$ cat src/rtl/target_stepper.sv
// Game-step sequencer: picks LFSR targets on each timeout and scores presses.
// Optional macro WRONG_PRESS_PENALTY_EN makes wrong presses count as misses.
module target_stepper #(
  parameter logic [7:0] SEED     = 8'hA5,
  parameter int         LEVEL2   = 8,
  parameter int         LEVEL3   = 16,
  parameter int         MAX_MISS = 3
) (
  input  logic       clk,
  input  logic       rst,
  input  logic       start,
  input  logic       timeout,
  input  logic [3:0] button,
  output logic       enable,
  output logic [1:0] speed,
  output logic [3:0] led,
  output logic [7:0] score,
  output logic       game_over
);

  typedef enum logic [1:0] {IDLE, RUN, OVER} state_t;

  localparam logic [7:0] LV2 = 8'(LEVEL2);
  localparam logic [7:0] LV3 = 8'(LEVEL3);
  localparam logic [3:0] MM  = 4'(MAX_MISS);

  state_t     state, state_n;
  logic [3:0] miss, miss_n;
  logic       armed, armed_n;
  logic [7:0] lfsr, lfsr_n;
  logic [1:0] idx, idx_n;
  logic       enable_n, game_over_n;
  logic [1:0] speed_n;
  logic [3:0] led_n;
  logic [7:0] score_n;

  logic [7:0] lfsr_step;
  logic [1:0] p, p_adj;
  logic       hit, wrong, pen_miss, miss_inc, init;
  logic [3:0] miss_sum;
  logic [7:0] score_up;

  // State and output registers; reset wins over every input
  always_ff @(posedge clk) begin
    if (rst) begin
      state     <= IDLE;
      enable    <= 1'b0;
      speed     <= 2'd0;
      led       <= 4'd0;
      score     <= 8'd0;
      game_over <= 1'b0;
      miss      <= 4'd0;
      armed     <= 1'b0;
      lfsr      <= SEED;
      idx       <= 2'd0;
    end else begin
      state     <= state_n;
      enable    <= enable_n;
      speed     <= speed_n;
      led       <= led_n;
      score     <= score_n;
      game_over <= game_over_n;
      miss      <= miss_n;
      armed     <= armed_n;
      lfsr      <= lfsr_n;
      idx       <= idx_n;
    end
  end

  // Next-state: press judging, miss counting, target stepping, speed level
  always_comb begin
    state_n     = state;
    enable_n    = enable;
    speed_n     = speed;
    led_n       = led;
    score_n     = score;
    game_over_n = game_over;
    miss_n      = miss;
    armed_n     = armed;
    lfsr_n      = lfsr;
    idx_n       = idx;
    init        = 1'b0;

    lfsr_step = {lfsr[6:0], lfsr[7] ^ lfsr[5] ^ lfsr[4] ^ lfsr[3]};
    p         = lfsr_step[1:0];
    p_adj     = (p == idx) ? p + 2'd1 : p;

    hit   = armed && (button == led);
    wrong = armed && (button != 4'd0) && (button != led);
`ifdef WRONG_PRESS_PENALTY_EN
    pen_miss = wrong;
`else
    pen_miss = 1'b0;
`endif
    miss_inc = (timeout && armed && !hit) || pen_miss;
    miss_sum = miss + {3'd0, miss_inc};
    score_up = (hit && score != 8'hFF) ? score + 8'd1 : score;

    unique case (state)
      IDLE: if (start) init = 1'b1;
      RUN: begin
        if (miss_sum == MM) begin
          state_n     = OVER;
          miss_n      = miss_sum;
          enable_n    = 1'b0;
          led_n       = 4'b1111;
          game_over_n = 1'b1;
          armed_n     = 1'b0;
        end else begin
          miss_n  = miss_sum;
          score_n = score_up;
          if (score_up >= LV3)      speed_n = 2'd2;
          else if (score_up >= LV2) speed_n = 2'd1;
          else                      speed_n = 2'd0;
          if (hit) begin
            armed_n = 1'b0;
            led_n   = 4'd0;
          end
          if (pen_miss) armed_n = 1'b0;
          if (timeout) begin
            lfsr_n  = lfsr_step;
            idx_n   = p_adj;
            led_n   = 4'b0001 << p_adj;
            armed_n = 1'b1;
          end
        end
      end
      OVER: if (start) init = 1'b1;
      default: state_n = IDLE;
    endcase

    if (init) begin
      state_n     = RUN;
      score_n     = 8'd0;
      miss_n      = 4'd0;
      speed_n     = 2'd0;
      lfsr_n      = SEED;
      idx_n       = SEED[1:0];
      led_n       = 4'b0001 << SEED[1:0];
      armed_n     = 1'b1;
      enable_n    = 1'b1;
      game_over_n = 1'b0;
    end
  end

endmodule
$ cat config.mk
export PLATFORM = sky130hd
export DESIGN_NAME = target_stepper
export DESIGN_NICKNAME = d
export VERILOG_FILES = /design/src/rtl/target_stepper.sv
export SDC_FILE = /design/constraint.sdc
export NUM_CORES = 1
export LEC_CHECK = 0
export ABC_AREA = 1
export CORE_MARGIN = 5
export CORE_UTILIZATION = 40
export CTS_CLUSTER_DIAMETER = 40
export CTS_CLUSTER_SIZE = 8
export DETAILED_ROUTE_END_ITERATION = 12
export REMOVE_ABC_BUFFERS = 1
export SYNTH_ARGS = -nofsm -noshare
export SYNTH_HDL_FRONTEND = slang
export SYNTH_SLANG_ARGS = --single-unit
$ cat constraint.sdc
create_clock -name clk -period 2.9 [get_ports clk]
set_input_delay 0.58 -clock clk [delete_from_list [all_inputs] [get_ports clk]]
set_output_delay 0.58 -clock clk [all_outputs]
set_load 0.02 [all_outputs]
# ---- Word-level counts from Yosys, hierarchy flattened
# Index checks and enable logic that the tools add are counted.
dict set report op_classes {
  addsub 3
  order_cmp 2
  eq_ne 10
  shifts 1
  muxes 26
  bitwise_logic 5
  reduce_logical 22
}
# operator count
set op_table {}
lappend op_table {{$mux W1} 16}
lappend op_table {{$reduce_and A2 Y1} 7}
lappend op_table {{$mux W4} 3}
lappend op_table {{$mux W2} 5}
lappend op_table {{$add A8 B1 Y8 const B} 1}
lappend op_table {{$ge A8 B4 Y1 const B} 1}
lappend op_table {{$ge A8 B5 Y1 const B} 1}
lappend op_table {{$mux W8} 1}
lappend op_table {{$ne A8 B8 Y1 const B} 1}
lappend op_table {{$reduce_and A3 Y1} 2}
lappend op_table {{$reduce_bool A2 Y1} 3}
lappend op_table {{$add A4 B1 Y4} 1}
lappend op_table {{$eq A4 B2 Y1 const B} 1}
lappend op_table {{$eq A4 B4 Y1} 1}
lappend op_table {{$logic_and A1 B1 Y1} 4}
lappend op_table {{$ne A2 B2 Y1 const B} 2}
lappend op_table {{$pmux W2 S2} 1}
lappend op_table {{$reduce_bool A4 Y1} 1}
lappend op_table {{$reduce_or A2 Y1} 2}
lappend op_table {{$shl A1 B2 Y4 const A} 1}
lappend op_table {{$ne A3 B3 Y1 const B} 1}
lappend op_table {{$reduce_bool A3 Y1} 1}
lappend op_table {{$xor A1 B1 Y1} 3}
lappend op_table {{$add A2 B1 Y2 const B} 1}
lappend op_table {{other kinds (7)} 8}
dict set report word_totals {
  reg_bits 33
  inputBits 8
  output_inout_bits 16
  wordCells 82
}

# ---- Depth between registers and ports, before layout
dict set report depth {
  ltp_word 10
  depth_mapped 19
  depth_no_buf 19
}

# ---- Worst setup path after synthesis
# No wires, ideal clock.
dict set report synth_timing {
  path_kind {input to register}
  start {input port button[3]}
  end {register lfsr[3]}
  setup_time_ns 0.068
  arrival_ns 2.294
  t_required_ns 2.832
  setup_slack_ns 0.539
  path_stages 16
  n_path_buf 1
  cell_sequence {inv_1 > a21oi_1 > nand2_1 > nor2_2 > nand2_1 > nand3_1 > inv_1 > ha_1 > ha_1 > nand2_1 > nor3_2 > nor2_2 > nand2_4 > buf_6 > nand2_2 > a21oi_2}
}
dict set report synth_via {
  elab_chain_len 8
}
# element line
set synth_rtl {}
lappend synth_rtl {{from (decl)} 13} ;# input logic [3:0] button,
lappend synth_rtl {{$eq A4 B4 Y1} 88} ;# hit = armed && (button == led);
lappend synth_rtl {{$logic_and A1 B1 Y1} 88}
lappend synth_rtl {{$logic_not A1 Y1} 95} ;# miss_inc = (timeout && armed && !hit) || pen_miss;
lappend synth_rtl {{$logic_and A1 B1 Y1} 95}
lappend synth_rtl {{$add A4 B1 Y4} 96} ;# miss_sum = miss + {3'd0, miss_inc};
lappend synth_rtl {{named net miss_sum[1]} 40} ;# logic [3:0] miss_sum;
lappend synth_rtl {{$eq A4 B2 Y1} 102} ;# if (miss_sum == MM) begin
lappend synth_rtl {{$not A1 Y1 (no line)} -}
lappend synth_rtl {{$reduce_and A3 Y1 (no line)} -}
lappend synth_rtl {{to (signal assigned)} 65} ;# lfsr <= lfsr_n;
lappend synth_rtl {{to (decl)} 30} ;# logic [7:0] lfsr, lfsr_n;
# The timed path passes the listed nets, and every way through them passes these cells.
# A chain may end at the register's enable or synchronous reset.

# ---- Final worst setup path
dict set report layout_timing {
  start {input port button[3]}
  end {register led[3]}
}
dict set report layout_via {
  elab_chain_len 8
  word_cells_on_any_way 9
  classes_between {add/sub (1); eq/ne (2); mux (1); reduce/logical (5)}
}
# element line
set layout_rtl {}
lappend layout_rtl {{$eq A4 B4 Y1 *} 88}
lappend layout_rtl {{$logic_and A1 B1 Y1 *} 88}
lappend layout_rtl {{$logic_not A1 Y1} 95}
lappend layout_rtl {{$logic_and A1 B1 Y1} 95}
lappend layout_rtl {{$add A4 B1 Y4} 96}
lappend layout_rtl {{$eq A4 B2 Y1} 102}
lappend layout_rtl {{$reduce_bool A3 Y1 (no line)} -}
lappend layout_rtl {{$reduce_and A2 Y1 (no line)} -}
lappend layout_rtl {{to (signal assigned)} 60} ;# led <= led_n;
lappend layout_rtl {{to (decl)} 16} ;# output logic [3:0] led,
# Every way passes the cells marked *; elsewhere a longest branch is shown, timed or not.

==> flow_summary.toml <==
[floorplanning]
io_pins = 24
core.rowCount = 24
die_h_um = 77.77
fp.dieArea_um2 = 6047
core_area_um2 = 4414
start_util_pct = 41.61
dieWidth_um = 77.77

[synth]
ys_warn_count = 0
yosysMostFrequentCell = "nand2_1"
netlist_instances = 270
synth_area_um2 = 1837
ys_seq_elements = 33
ys.flop_type = "dfxtp_1"
yosysUniqueCellTypes = 28
ys_seq_area_share_pct = 35.97
synth_top_cells_by_count = "nand2_1 (66), inv_1 (45), dfxtp_1 (33)"
synth-edff-count = 0
synth-async-reset-ratio_pct = 0
yosysTopAreaCell = "dfxtp_1"
synth_area_leaders = "dfxtp_1 (36%), nand2_1 (13%), inv_1 (9.2%), a21oi_1 (6.8%), nor2_1 (4.1%)"
synth.top_cell.area_share_pct = 35.97
syn_area_per_cell_um2 = 6.803

[global_routing]
grt_pass1_wl_mm = 7.376
grt.total_usage_pct = 14.84
grt_pass1_vias = 1623
grt_start_max_net_pins = 15
antenna_found_initial = 0
grt_overflow = 0

[drt]
viasPerCell = 4.799
wl_per_cell_um = 11.50
drtIter0Drc = 89
firstDrtPassIters = 4
drc = 0
drt-total-wl_mm = 4.186
vias = 1747
drtAntennaViolNets = 0

[hold_path]
worst_hold_path_type = "flip-flop to flip-flop"

[pwr]
cellPowerDensity_nw_per_um2 = 464.7
power_mw = 1.124
p_leak_nw = 1.113
ir_worst_vdd_uv = 233.7

[finish]
fin_nets = 322
syn_to_final_growth_pct = 31.74
diodes = 0
multi_input_area_um2 = 1054
seq_area_um2 = 660.6
fillCellCount = 430
drive_above_1_share_pct = 18.59

[place]
hpwl_mm = 3.110
port_buffers = 23
gp_congestion = 0.8090

[clock_network]
cts_hold_buffers = 0
cts_tree = "built"
post_cts_resized = 0
post-cts-setup-buffer-count = 0
cts_sinks = 33
clk_pin_slew_worst_paths_ns = 0.07
cts_max_path_buffers = 2
insertion_delay_ns = 0.28
cts_root_buf = "clkbuf_8"
htree_levels = 2
cts_buffers = 5

[timing]
finalSetupViolCount = 0
relSlewSlack_pct = 61.35
fin_hold_ws_ns = 0.4472
tightest_slew_ns = 0.5791
fmax_mhz = 361.0
finalHoldViolations = 0
fin_crit_sh_pct = 95.51
drv_slew = 0
finalClockSkew_ns = 0.008133
layout_min_cycle_time_ns = 2.770

[worst_setup_path]
startpoint_type = "input port"
cp_cell_sequence = "clkdlybuf4s50_1, inv_1, a21oi_2, nand2_1, nor2_2, nand2_2, nand3_1, inv_1, ha_2, ha_4, xor2_4, nor3_4, buf_4, o21ai_2, inv_2, o21ai_0, nor2_1"
end_kind = "flip-flop"
path_max_fanout = 4
crit_arrival_ns = 2.99
cp_slowest_cell = "clkdlybuf4s50_1"
critPathMaxStageDelay_ns = 0.49
worstPathRequired_ns = 3.12
worstSetupPathType = "input port to flip-flop"
path_common_cell = "inv_1"

[status]
status = "complete, no violations"

[run]
maxCapViolations = 0
[placed cells by master (no fill, tap or decap), types with 5 or more instances in the layout]
| cell type | count |
|---|---|
| a21oi_1 | 24 |
| buf_4 | 13 |
| clkbuf_8 | 6 |
| clkdlybuf4s50_1 | 23 |
| dfxtp_1 | 33 |
| inv_1 | 44 |
| nand2_1 | 64 |
| nand2_2 | 5 |
| nand2_4 | 5 |
| nand3_1 | 11 |
| nand4_1 | 6 |
| nor2_1 | 20 |
| o21ai_0 | 11 |
| o21ai_1 | 8 |
[flip-flops by register name (all words and copies together) (netlist names)]
name / cells
state: 2
score: 8
game_over: 1
enable: 1
led: 4
lfsr: 8
miss: 4
armed: 1
idx: 2
speed: 2
[report_power, final]
part	leakage [nW]	switching, mW	internal (mW)
clock network	0.0585	0.160	0.280
registers	0.269	0.0187	0.473
logic	0.785	0.113	0.0798
[kinds of logic after synthesis]
family / count (synthesis) / share of synthesized area, %
adders and majority gates: 3 / 2.044
buffers and inverters: 52 / 11.17
and+or+nand+nor: 122 / 31.13
DFF: 33 / 35.97
xor gates and xnor gates: 6 / 3.270
AOI/OAI and AO/OA: 54 / 16.42
[critical path: cells and delay by family]
| kind | cells | cell delay [ns] |
|---|---|---|
| adders and majority gates | 2 | 0.36 |
| AOI/OAI and AO/OA | 3 | 0.27 |
| and+or+nand+nor | 6 | 0.73 |
| xor gates and xnor gates | 1 | 0.16 |
| buffers and inverters | 5 | 0.89 |
[cell type report]
cell class                 instances  area share, %
multi-input combinational        186          43.54
sequential                        33          27.30
timing repair buffer              37          14.01
inverter                          48          7.653
clock buffer                       7          3.568
tap                               52          2.689
clock inverter                     1          1.241
[worst paths after layout]
path                           from  cells after the start  slack (ns)                      to
max reg2reg      armed$_SDFFE_PP0P_                     16        0.52     led[3]$_SDFFE_PP0P_
min          game_over$_SDFFE_PP0P_                      2        0.45  game_over$_SDFFE_PP0P_
min reg2reg  game_over$_SDFFE_PP0P_                      2        0.45  game_over$_SDFFE_PP0P_
max                       button[3]                     17        0.13     led[3]$_SDFFE_PP0P_
[stage by stage]
| step | util, % | instances | worst slack (ns) | cell area, µm² | TNS, ns |
|---|---|---|---|---|---|
| 5_1_grt | 54.82 | 364 | -0.04639 | 2420 | -0.1294 |
| 3_3_place_gp | 50.11 | 355 | -0.1443 | 2212 | -1.714 |
| 2_1_floorplan | - | 266 | 0.4691 | 1812 | 0 |
| 6_report | 54.82 | 364 | 0.1302 | 2420 | 0 |
| 4_1_cts | 52.75 | 363 | 0.07461 | 2328 | 0 |
| 3_5_place_dp | 50.11 | 355 | -0.1878 | 2212 | -2.673 |
[routing by layer]
| metal | wire (µm) | vias up | GRT usage (%) |
|---|---|---|---|
| met3 | 181 | 7 | 3.241 |
| met2 | 1918 | 25 | 23.87 |
| li1 | - | 937 | - |
| met4 | 80 | 0 | 5.670 |
| met5 | 0 | - | 0 |
| met1 | 2006 | 778 | 19.27 |
No activity file was read; power rests on OpenSTA's default activity.
